==> src/rtl/audio_pkg.sv <==
// Shared audio definitions for the I2S serializer, the waveform generator and
// the codec configuration block.
//   DATA_W        : sample width in bits
//   sample_t      : signed sample type
//   BCLK_HALF_DEF : default clk_50m cycles per BCLK half-period
//   SLOT_BITS_DEF : default BCLK periods per channel slot
package audio_pkg;

    localparam int DATA_W        = 16;
    localparam int BCLK_HALF_DEF = 8;
    localparam int SLOT_BITS_DEF = 32;

    typedef logic signed [DATA_W-1:0] sample_t;

endpackage

==> src/rtl/i2s_bclk_gen.sv <==
// BCLK divider for the I2S transmitter. bclk toggles every BCLK_HALF cycles of
// clk_50m. The strobes are high in the cycle whose closing edge makes bclk
// rise or fall, so the caller can update state on that same edge.
//   clk_50m  : system clock
//   rst      : synchronous, active-high reset
//   bclk     : bit clock, 0 after reset
//   rise_evt : bclk goes 0->1 at the next edge
//   fall_evt : bclk goes 1->0 at the next edge
module i2s_bclk_gen
    import audio_pkg::*;
#(
    parameter int BCLK_HALF = BCLK_HALF_DEF
)(
    input  logic clk_50m,
    input  logic rst,
    output logic bclk,
    output logic rise_evt,
    output logic fall_evt
);

    localparam int DIV_W = (BCLK_HALF > 1) ? $clog2(BCLK_HALF) : 1;
    localparam logic [DIV_W-1:0] DIV_LAST = DIV_W'(BCLK_HALF - 1);

    logic [DIV_W-1:0] div_cnt;
    logic             at_last;

    assign at_last  = (div_cnt == DIV_LAST);
    assign rise_evt = at_last & ~bclk;
    assign fall_evt = at_last & bclk;

    always_ff @(posedge clk_50m) begin
        if (rst) begin
            div_cnt <= '0;
            bclk    <= 1'b0;
        end else if (at_last) begin
            div_cnt <= '0;
            bclk    <= ~bclk;
        end else begin
            div_cnt <= div_cnt + 1'b1;
        end
    end

endmodule

==> src/rtl/i2s_dac_tx.sv <==
// Master-mode I2S transmitter for the WM8731 DAC. Takes mono samples over
// valid/ready into a one-entry holding register and sends each frame's sample
// on both the left and right slots, MSB first, one BCLK after the LRCK edge.
//   clk_50m      : system clock
//   rst          : synchronous, active-high reset
//   s_data       : sample from the waveform generator
//   s_valid      : s_data valid
//   s_ready      : holding register empty
//   bclk         : bit clock (AUD_BCLK)
//   lrck         : 0 = left slot, 1 = right slot (AUD_DACLRCK / AUD_ADCLRCK)
//   dacdat       : serial data (AUD_DACDAT)
//   cur_sample   : sample carried by the current frame
//   underrun     : one-cycle pulse when a frame starts with no new sample
//   underrun_cnt : saturating underrun count, present only when
//                  I2S_UNDERRUN_CNT_EN is defined
module i2s_dac_tx
    import audio_pkg::*;
#(
    parameter int DATA_W        = audio_pkg::DATA_W,
    parameter int BCLK_HALF     = BCLK_HALF_DEF,
    parameter int SLOT_BITS     = SLOT_BITS_DEF,
    parameter int UNDERRUN_HOLD = 1
)(
    input  logic              clk_50m,
    input  logic              rst,
    input  logic [DATA_W-1:0] s_data,
    input  logic              s_valid,
    output logic              s_ready,
    output logic              bclk,
    output logic              lrck,
    output logic              dacdat,
    output logic [DATA_W-1:0] cur_sample,
    output logic              underrun
`ifdef I2S_UNDERRUN_CNT_EN
   ,output logic [15:0]       underrun_cnt
`endif
);

    localparam int CNT_W = $clog2(2 * SLOT_BITS);
    localparam logic [CNT_W-1:0] CNT_LAST = CNT_W'(2 * SLOT_BITS - 1);
    localparam logic [CNT_W-1:0] SLOT_L   = CNT_W'(SLOT_BITS);

    logic              fall_evt;
    logic              rise_unused;   // data launches on falling edges only
    logic [CNT_W-1:0]  bit_cnt;
    logic [CNT_W-1:0]  cnt_next;
    logic [CNT_W-1:0]  pos;
    logic              bit_next;
    logic              frame_start;
    logic              hold_full;
    logic [DATA_W-1:0] hold_data;
    logic              xfer;

    i2s_bclk_gen #(
        .BCLK_HALF (BCLK_HALF)
    ) u_bclk_gen (
        .clk_50m  (clk_50m),
        .rst      (rst),
        .bclk     (bclk),
        .rise_evt (rise_unused),
        .fall_evt (fall_evt)
    );

    assign s_ready = ~hold_full;
    assign xfer    = s_valid & ~hold_full;

    always_comb begin
        cnt_next    = (bit_cnt == CNT_LAST) ? '0 : bit_cnt + 1'b1;
        pos         = (cnt_next >= SLOT_L) ? cnt_next - SLOT_L : cnt_next;
        frame_start = fall_evt && (cnt_next == '0);
        // pos 0 is the I2S delay bit; pos 1..DATA_W carry the sample MSB first
        bit_next    = 1'b0;
        for (int i = 1; i <= DATA_W; i++) begin
            if (pos == CNT_W'(i)) bit_next = cur_sample[DATA_W-i];
        end
    end

    always_ff @(posedge clk_50m) begin
        if (rst) begin
            bit_cnt    <= CNT_LAST;
            lrck       <= 1'b0;
            dacdat     <= 1'b0;
            cur_sample <= '0;
            underrun   <= 1'b0;
            hold_full  <= 1'b0;
            hold_data  <= '0;
        end else begin
            underrun <= 1'b0;
            if (fall_evt) begin
                bit_cnt <= cnt_next;
                dacdat  <= bit_next;
                if (cnt_next == '0)
                    lrck <= 1'b0;
                else if (cnt_next == SLOT_L)
                    lrck <= 1'b1;
                if (frame_start) begin
                    if (hold_full) begin
                        cur_sample <= hold_data;
                    end else begin
                        underrun <= 1'b1;
                        if (UNDERRUN_HOLD == 0) cur_sample <= '0;
                    end
                end
            end
            // A sample arriving on an underrunning frame start is kept for
            // the next frame; the current frame is never touched.
            if (frame_start && hold_full) begin
                hold_full <= 1'b0;
            end else if (xfer) begin
                hold_full <= 1'b1;
                hold_data <= s_data;
            end
        end
    end

`ifdef I2S_UNDERRUN_CNT_EN
    always_ff @(posedge clk_50m) begin
        if (rst)
            underrun_cnt <= '0;
        else if (frame_start && !hold_full && underrun_cnt != 16'hFFFF)
            underrun_cnt <= underrun_cnt + 16'd1;
    end
`endif

endmodule

==> config.mk <==
export PLATFORM = sky130hd
export DESIGN_NAME = i2s_dac_tx
export DESIGN_NICKNAME = d
export VERILOG_FILES = /design/src/rtl/audio_pkg.sv /design/src/rtl/i2s_bclk_gen.sv /design/src/rtl/i2s_dac_tx.sv
export SDC_FILE = /design/constraint.sdc
export NUM_CORES = 1
export LEC_CHECK = 0
export ABC_AREA = 1
export BUFFER_PORTS_ARGS = -buffer_cell sky130_fd_sc_hd__buf_2
export CORE_ASPECT_RATIO = 1.2
export CORE_MARGIN = 2
export CORE_UTILIZATION = 49
export CTS_CLUSTER_SIZE = 28
export DETAILED_ROUTE_END_ITERATION = 8
export PLACE_DENSITY_LB_ADDON = 0.2
export SETUP_SLACK_MARGIN = 0.3
export SKIP_CTS_REPAIR_TIMING = 1
export SLEW_MARGIN = 20
export SYNTH_ARGS = -nofsm -noshare
export SYNTH_HDL_FRONTEND = slang
export SYNTH_SLANG_ARGS = --single-unit
==> constraint.sdc <==
create_clock -name clk_50m -period 2 [get_ports clk_50m]
set_input_delay 0.4 -clock clk_50m [delete_from_list [all_inputs] [get_ports clk_50m]]
set_output_delay 0.4 -clock clk_50m [all_outputs]
set_load 0.02 [all_outputs]
==> PnR_summary.wiki, run 1 <==
{| class="wikitable"
! Metric !! Value
|-
| Status || finished, final reports clean
|-
| Number of antenna violations at the first check in global routing || 0
|-
| Number of rows in the core area || 25
|-
| Sequential share of power || 56.6%
|-
| Maximum ir drop on the vdd rail || 473.9 µV
|-
| Synthesis-to-finish area growth || 25.40%
|-
| Capturing element type of the critical path || flip-flop
|-
| RR Endpoint || cur_sample[1]
|-
| Post-Synthesis Cell Area || 0.002029 mm²
|-
| Worst hold path cell count || 3
|-
| Worst-Margin Slew || 0.4988 ns
|-
| Detailed Route Iter0 Violations || 88
|-
| Met3 Use GR || 3.782%
|-
| Data required, critical path || 2.19 ns
|-
| Clk buf depth || 2
|-
| Number of sinks handled by clock tree synthesis || 46
|-
| Critical path fanouts, max || 18
|-
| Filler instances || 384
|-
| Final critical-path required period || 1.817 ns
|-
| CP bufs+invs || 2
|-
| Total GRT Usage || 18.83%
|-
| Largest net degree at the start of global routing || 33
|-
| Die boundary height || 74.50 µm
|-
| Wire per inst || 11.67 µm
|-
| Placer congestion estimate || 0.8780
|-
| Top_reg_cell synth || sky130_fd_sc_hd__dfxtp_1
|-
| Post-synthesis average cell area || 7.407 µm²
|-
| Post-detailed-routing wire length || 4398 µm
|-
| Slew headroom || 66.71%
|-
| Category of cells accounting for the largest share of critical-path delay || simple AND/OR/NAND/NOR gates
|-
| Antenna Diode Count || 0
|-
| Post-route fraction of the period consumed by the critical path || 90.87%
|-
| Area after DPL || 0.002308 mm²
|-
| Share of total power in combinational logic || 6.3%
|-
| Count of distinct cell types in the synthesized netlist || 31
|-
| Met2 capacity usage during global routing || 32.86%
|-
| Floorplan core area || 0.003973 mm²
|-
| Kind of start point of the critical path || flip-flop
|-
| DIE WIDTH || 62.75 µm
|-
| Critical Path, Cell by Cell || ha_4, nand3_4, nor2_4, nor2_4, nor2_2, nand2_2, inv_2, nand4_4, nor2_8, inv_6, o21ai_0, a21oi_1
|-
| Synth Instances || 274
|-
| Switching power || 0.3937 mW
|-
| Share of the core filled with cells || 64.06%
|-
| Internal power || 1.306 mW
|-
| Met1 capacity usage during global routing || 23.21%
|-
| Total power density per cell area || 667.9 mW/mm²
|-
| Setup repair after global routing missed its margin || true
|-
| Most used cell along the critical path || sky130_fd_sc_hd__nor2_4
|-
| Share of final-layout standard cells stronger than drive strength 1 || 27.55%
|-
| Number of levels in the clock H-tree || 2
|-
| Final standard cell area without fillers || 0.002545 mm²
|-
| Synth async-reset ratio || 0%
|-
| Wire length of the first global-routing pass || 7051 µm
|-
| Register area || 933.4 µm²
|-
| Reg-to-reg setup timing slack || 0.18 ns
|-
| Crit Path Class || reg -> reg
|-
| Arrival @ worst endpoint || 2.01 ns
|-
| Net count of the finished layout || 348
|-
| Post-detailed-route count of antenna-violating nets || 0
|-
| Insertion delay to the later sink of the worst-skew pair || 0.30 ns
|-
| Post-detailed-route DRC marker count || 0
|-
| Post-synth EDFFs || 0
|-
| Die area || 0.004675 mm²
|-
| Maximum operating frequency || 550.2 MHz
|-
| Vias post-DR || 1867
|-
| Slowest Stage Delay on Critical Path || 0.40 ns
|-
| Final number of max-transition violations || 0
|-
| Hold Crit Endpoint || hold_data[9]
|-
| Number of flip-flops and latches in the synthesized netlist || 46
|-
| Average vias per placed instance || 4.952
|-
| Boundary pin count || 40
|-
| Worst Reg-to-Reg Cells || 12
|-
| Switching share of power || 23.16%
|-
| Overall power after layout || 1.700 mW
|-
| Worst Hold Launch || s_data[9]
|-
| Number of nets produced by synthesis || 300
|-
| Total congestion overflow || 0
|-
| Detailed placer's ending HPWL || 3076 µm
|-
| Hold WS || 0.3414 ns
|-
| Worst r2r src || bit_cnt[0]
|-
| Clock tree from TritonCTS || yes
|-
| CTS Root Buffer Type || sky130_fd_sc_hd__clkbuf_8
|-
| Worst Hold Class || in -> reg
|-
| Via count of the first global-routing pass || 1595
|-
| Share of the yosys chip area belonging to registers || 45.38%
|-
| Final count of hold timing violations || 0
|-
| Share of power burned in the clock network || 37.1%
|-
| Clk_skew || 0.004682 ns
|-
| DR pass1 iterations || 4
|-
| Static Leak || 1.276 nW
|-
| Count of port buffers added during placement || 39
|-
| Multi-input combinational cell area || 0.001040 mm²
|-
| Setup violation total in the final timing report || 0
|-
| CP max stage cell || sky130_fd_sc_hd__dfxtp_4
|-
| Inserted Clock Buffers || 5
|-
| Number of maximum-capacitance constraint violations || 0
|-
| Total Negative Setup Slacks || 0 ns
|-
| Number of warning messages in the yosys log || 0
|-
| Clock-pin transition on the worst setup and hold timing paths || 0.09 ns
|-
| Starting utilization of the core area || 51.09%
|-
| Most Used Layer, Global Route || met2
|}
[synthesized netlist by cell type, types with 2 or more instances]
cell,number,area [µm²]
sky130_fd_sc_hd__ha_1,7,87.58
sky130_fd_sc_hd__a22oi_1,3,22.52
sky130_fd_sc_hd__o21ai_1,7,35.03
sky130_fd_sc_hd__nor3_1,4,20.02
sky130_fd_sc_hd__o21ai_0,27,135.1
sky130_fd_sc_hd__xor2_1,2,17.52
sky130_fd_sc_hd__buf_6,2,22.52
sky130_fd_sc_hd__nand4_1,2,12.51
sky130_fd_sc_hd__dfxtp_1,46,920.9
sky130_fd_sc_hd__nand3_1,8,40.04
sky130_fd_sc_hd__inv_1,23,86.33
sky130_fd_sc_hd__nor2_1,80,300.3
sky130_fd_sc_hd__a21oi_1,7,35.03
sky130_fd_sc_hd__nor2_2,2,12.51
sky130_fd_sc_hd__clkbuf_1,6,22.52
sky130_fd_sc_hd__nand2_1,33,123.9
[routing by layer]
| metal | share of wire (%) | routed length [µm] |
|---|---|---|
| met1 | 45 | 1962 |
| met2 | 50 | 2204 |
| met3 | 3.3 | 144 |
| met4 | 2.0 | 87 |
| met5 | 0 | 0 |
[placed cells by master (no fill, tap or decap), drive strengths merged]
cell type / netlist / layout
a31oi: 1 / 1
clkinv: 1 / 2
a21oi: 7 / 7
buf: 2 / 48
o221ai: 1 / 1
a22oi: 3 / 3
a211oi: 1 / 1
nand4: 3 / 3
clkbuf: 6 / 8
ha: 7 / 7
o31ai: 1 / 1
or2: 1 / 1
nand3b: 1 / 1
o21ai: 34 / 34
nor2: 84 / 84
nand2: 34 / 34
inv: 25 / 25
o211ai: 1 / 1
nand3: 9 / 9
xor2: 2 / 2
nor3: 4 / 4
dfxtp: 46 / 46
[through the flow]
step / worst slack (ns) / instances
floorplan: 0.3009 / 274
global placement: 0.1825 / 363
detailed placement: 0.1218 / 363
CTS: 0.1053 / 371
global route: 0.03711 / 377
finish: 0.1825 / 377
[how the worst max path moves through the flow]
stage,startpoint,end,slack (ns),cells past startpoint
detailed placement,bit_cnt[0],cur_sample[13],0.12,12
finish,bit_cnt[0],cur_sample[1],0.18,12
floorplan,bit_cnt[0],cur_sample[11],0.30,13
global placement,bit_cnt[0],cur_sample[14],0.18,12
global route,bit_cnt[0],dacdat,0.04,17
CTS,bit_cnt[0],cur_sample[13],0.11,12
[sequential cells by signal (all words and copies together), names as in the netlist]
| name | cells |
|---|---|
| cur_sample | 16 |
| hold_full | 1 |
| dacdat | 1 |
| u_bclk_gen.div_cnt | 3 |
| bit_cnt | 6 |
| hold_data | 16 |
| lrck | 1 |
| u_bclk_gen.bclk | 1 |
| underrun | 1 |
[worst reg2reg max path, stage by stage (launching register included)]
cell                      delay (ns)
sky130_fd_sc_hd__dfxtp_4        0.40
sky130_fd_sc_hd__ha_4           0.18
sky130_fd_sc_hd__nand3_4        0.08
sky130_fd_sc_hd__nor2_4         0.13
sky130_fd_sc_hd__nor2_4         0.05
sky130_fd_sc_hd__nor2_2         0.11
sky130_fd_sc_hd__nand2_2        0.07
sky130_fd_sc_hd__inv_2          0.07
sky130_fd_sc_hd__nand4_4        0.11
sky130_fd_sc_hd__nor2_8         0.20
sky130_fd_sc_hd__inv_6          0.10
sky130_fd_sc_hd__o21ai_0        0.16
sky130_fd_sc_hd__a21oi_1        0.05
[final cells by class]
cell class | instances | share of cell area [%]
tap | 54 | 2.655
clock inverter | 1 | 0.3441
inverter | 26 | 4.081
clock buffer | 7 | 3.786
sequential | 46 | 36.68
multi-input combinational | 194 | 40.86
timing repair buffer | 49 | 11.60
[power groups by stage]
stage,Clock [mW],Combinational [mW],Sequential [mW]
2_1_floorplan,0,0.0712,0.981
3_3_place_gp,0,0.104,0.983
3_5_place_dp,0,0.107,0.984
4_1_cts,0.646,0.107,0.962
5_1_grt,0.675,0.124,0.966
6_report,0.631,0.108,0.961
[cells by family after synthesis]
group | Yosys count | share of synthesized area, %
and+or+nand+nor | 136 | 29.16
xor gates and xnor gates | 2 | 0.8633
buffers and inverters | 34 | 7.213
DFF | 46 | 45.38
adders and majority gates | 7 | 4.315
AOI/OAI and AO/OA | 49 | 13.07
(Power assumes the default switching activity.)
==> inputs of run 2 (changes only) <==
--- a/config.mk
+++ b/config.mk
@@ -9,7 +9,7 @@
 export BUFFER_PORTS_ARGS = -buffer_cell sky130_fd_sc_hd__buf_2
 export CORE_ASPECT_RATIO = 1.2
 export CORE_MARGIN = 2
-export CORE_UTILIZATION = 49
+export CORE_UTILIZATION = 54
 export CTS_CLUSTER_SIZE = 28
 export DETAILED_ROUTE_END_ITERATION = 8
 export PLACE_DENSITY_LB_ADDON = 0.2
==> constraint.sdc (replaced) <==
create_clock -name clk_50m -period 1.8 [get_ports clk_50m]
set_input_delay 0.09 -clock clk_50m [delete_from_list [all_inputs] [get_ports clk_50m]]
set_output_delay 0.09 -clock clk_50m [all_outputs]
set_load 0.02 [all_outputs]
==> run 2 against run 1 <==
Cell area is 1.6% higher. Critical path depth did not move. First-iteration DRC count grew 4.5%. Worst hold slack worse by 0.32 ns. Highest routed layer unchanged. Critical endpoint is now cur_sample[3]. Power increased by 15%. Combinational power increased by 10%. Setup slack worse by 0.21 ns. The run now ends with setup timing left. Routed wire length is 2.7% lower. Die area decreased by 8.7%. Cell count increased by 0.53%.
==> PnR_summary.wiki, run 2 (synthesis results as in run 1) <==
{| class="wikitable"
! Metric !! Value
|-
| Most used cell along the critical path || sky130_fd_sc_hd__nor2_4
|-
| Final critical-path required period || 1.824 ns
|-
| Count of port buffers added during placement || 39
|-
| Total congestion overflow || 0
|-
| Crit Path Class || reg -> reg
|-
| Net count of the finished layout || 352
|-
| Die boundary height || 71.16 µm
|-
| Arrival @ worst endpoint || 2.07 ns
|-
| Total GRT Usage || 22.08%
|-
| Category of cells accounting for the largest share of critical-path delay || simple AND/OR/NAND/NOR gates
|-
| Detailed placer's ending HPWL || 3073 µm
|-
| Clock-pin transition on the worst setup and hold timing paths || 0.09 ns
|-
| Wire per inst || 11.29 µm
|-
| Number of sinks handled by clock tree synthesis || 46
|-
| Routed met2 length || 2130 µm
|-
| Setup violation total in the final timing report || 3
|-
| Placement-stage worst setup slack || -0.04094 ns
|-
| Via count of the first global-routing pass || 1734
|-
| Worst Hold Class || in -> reg
|-
| Biggest registers after layout || cur_sample x16, hold_data x16, bit_cnt x6
|-
| Number of rows in the core area || 24
|-
| Area after DPL || 0.002379 mm²
|-
| Status || complete, but fails checks
|-
| DR pass1 iterations || 4
|-
| Antenna Diode Count || 0
|-
| Synthesis-to-finish area growth || 27.37%
|-
| Maximum ir drop on the vdd rail || 585.3 µV
|-
| Starting utilization of the core area || 55.85%
|-
| Share of final-layout standard cells stronger than drive strength 1 || 29.05%
|-
| Boundary pin count || 40
|-
| Maximum operating frequency || 548.1 MHz
|-
| Total power density per cell area || 755.7 mW/mm²
|-
| Final number of max-transition violations || 0
|-
| Floorplan core area || 0.003633 mm²
|-
| Placer congestion estimate || 0.8739
|-
| Number of levels in the clock H-tree || 2
|-
| Inserted Clock Buffers || 5
|-
| Clk_skew || 0.007333 ns
|-
| Clock tree from TritonCTS || yes
|-
| Vias post-DR || 1832
|-
| CP bufs+invs || 2
|-
| Setup repair after global routing missed its margin || true
|-
| Routed wire length on met3 || 135 µm
|-
| Worst-Margin Slew || 0.4542 ns
|-
| Most common cell after layout, fill and taps aside || sky130_fd_sc_hd__nor2_1
|-
| CTS Root Buffer Type || sky130_fd_sc_hd__clkbuf_8
|-
| Violated checks || setup timing
|-
| Post-route fraction of the period consumed by the critical path || 101.4%
|-
| Capturing element type of the critical path || flip-flop
|-
| Kind of start point of the critical path || flip-flop
|-
| Static Leak || 1.297 nW
|-
| Clk buf depth || 2
|-
| Post-detailed-routing wire length || 4280 µm
|-
| Data required, critical path || 2.04 ns
|-
| Slew headroom || 69.69%
|-
| CP max stage cell || sky130_fd_sc_hd__dfxtp_4
|-
| Average vias per placed instance || 4.834
|-
| Critical path fanouts, max || 12
|-
| DIE WIDTH || 59.97 µm
|-
| Die area || 0.004267 mm²
|-
| Critical Path, Cell by Cell || ha_4, nand3_4, nor2_4, nor2_4, nor2_2, nand2_2, inv_2, nand4_4, nor2_8, buf_12, o21ai_0, nor2_1
|-
| Detailed Route Iter0 Violations || 92
|-
| Final standard cell area without fillers || 0.002585 mm²
|-
| Top library cells by usage in the layout, fill and taps aside || sky130_fd_sc_hd__nor2_1 (72), sky130_fd_sc_hd__dfxtp_1 (43), sky130_fd_sc_hd__buf_2 (39), sky130_fd_sc_hd__nand2_1 (32), sky130_fd_sc_hd__o21ai_0 (24)
|-
| Wire length of the first global-routing pass || 7279 µm
|-
| Largest net degree at the start of global routing || 33
|-
| Highest metal layer used by the detailed router || met4
|-
| Number of antenna violations at the first check in global routing || 0
|-
| Final Worst Setup Slack || -0.02447 ns
|-
| Overall power after layout || 1.953 mW
|-
| Met1 Routed Length || 1946 µm
|-
| Post-detailed-route DRC marker count || 0
|-
| Number of maximum-capacitance constraint violations || 0
|-
| Post-detailed-route count of antenna-violating nets || 0
|-
| Slowest Stage Delay on Critical Path || 0.40 ns
|-
| Insertion delay to the later sink of the worst-skew pair || 0.30 ns
|-
| Final count of hold timing violations || 0
|}
## run 2: cell count changes in the layout (fill, tap and decap cells not counted), sizes merged
cell	delta
clkbuf	-2
clkinv	-1
inv	+1
bufinv	+1
buf	+5
## run 2: path summary, 6_finish.rpt
check                   startpoint                     to  slack, ns  cells past startpoint
max reg2reg             bit_cnt[1]          cur_sample[3]      -0.02                     12
max                     bit_cnt[1]          cur_sample[3]      -0.02                     12
min                     s_data[15]          hold_data[15]       0.03                      3
min reg2reg  u_bclk_gen.div_cnt[0]  u_bclk_gen.div_cnt[0]       0.42                      1
## run 2: routing by layer
metal  GRT usage [%]  vias up
met1           27.40      814
met5               0        -
met2           36.35       31
met3           4.388        6
met4           9.630        0
li1                -      981
## run 2: through the flow
step                      cells  hold WS, ns  setup TNS, ns  utilization [%]
after global placement      369       0.3368              0            65.46
after floorplan             274       0.2567              0                -
after global routing        379      0.04798         -2.487            71.14
final                       379      0.02527       -0.04360            71.14
after detailed placement    369       0.3433       -0.04094            65.46
after CTS                   377      0.02551       -0.06818            68.46
## run 2: layout make-up
class / instances / area [µm²]
Clock inverter: 2 / 36.28
Tap cell: 52 / 65.06
Multi-Input combinational cell: 194 / 1056
Clock buffer: 6 / 72.57
Fill cell: 310 / 1049
Inverter: 26 / 106.4
Timing Repair Buffer: 53 / 316.6
Sequential cell: 46 / 932.1
## run 2: power breakdown
group / total (mW) / internal (mW) / switching [mW]
logic: 0.119 / 0.0496 / 0.0695
clock network: 0.764 / 0.415 / 0.349
registers: 1.07 / 1.05 / 0.0201
total: 1.95 / 1.52 / 0.438
## run 2: worst register-to-register path, cell delays in order, from the launching register on
cell	delay, ns
sky130_fd_sc_hd__dfxtp_4	0.40
sky130_fd_sc_hd__ha_4	0.19
sky130_fd_sc_hd__nand3_4	0.10
sky130_fd_sc_hd__nor2_4	0.15
sky130_fd_sc_hd__nor2_4	0.07
sky130_fd_sc_hd__nor2_2	0.09
sky130_fd_sc_hd__nand2_2	0.06
sky130_fd_sc_hd__inv_2	0.07
sky130_fd_sc_hd__nand4_4	0.11
sky130_fd_sc_hd__nor2_8	0.19
sky130_fd_sc_hd__buf_12	0.15
sky130_fd_sc_hd__o21ai_0	0.09
sky130_fd_sc_hd__nor2_1	0.11
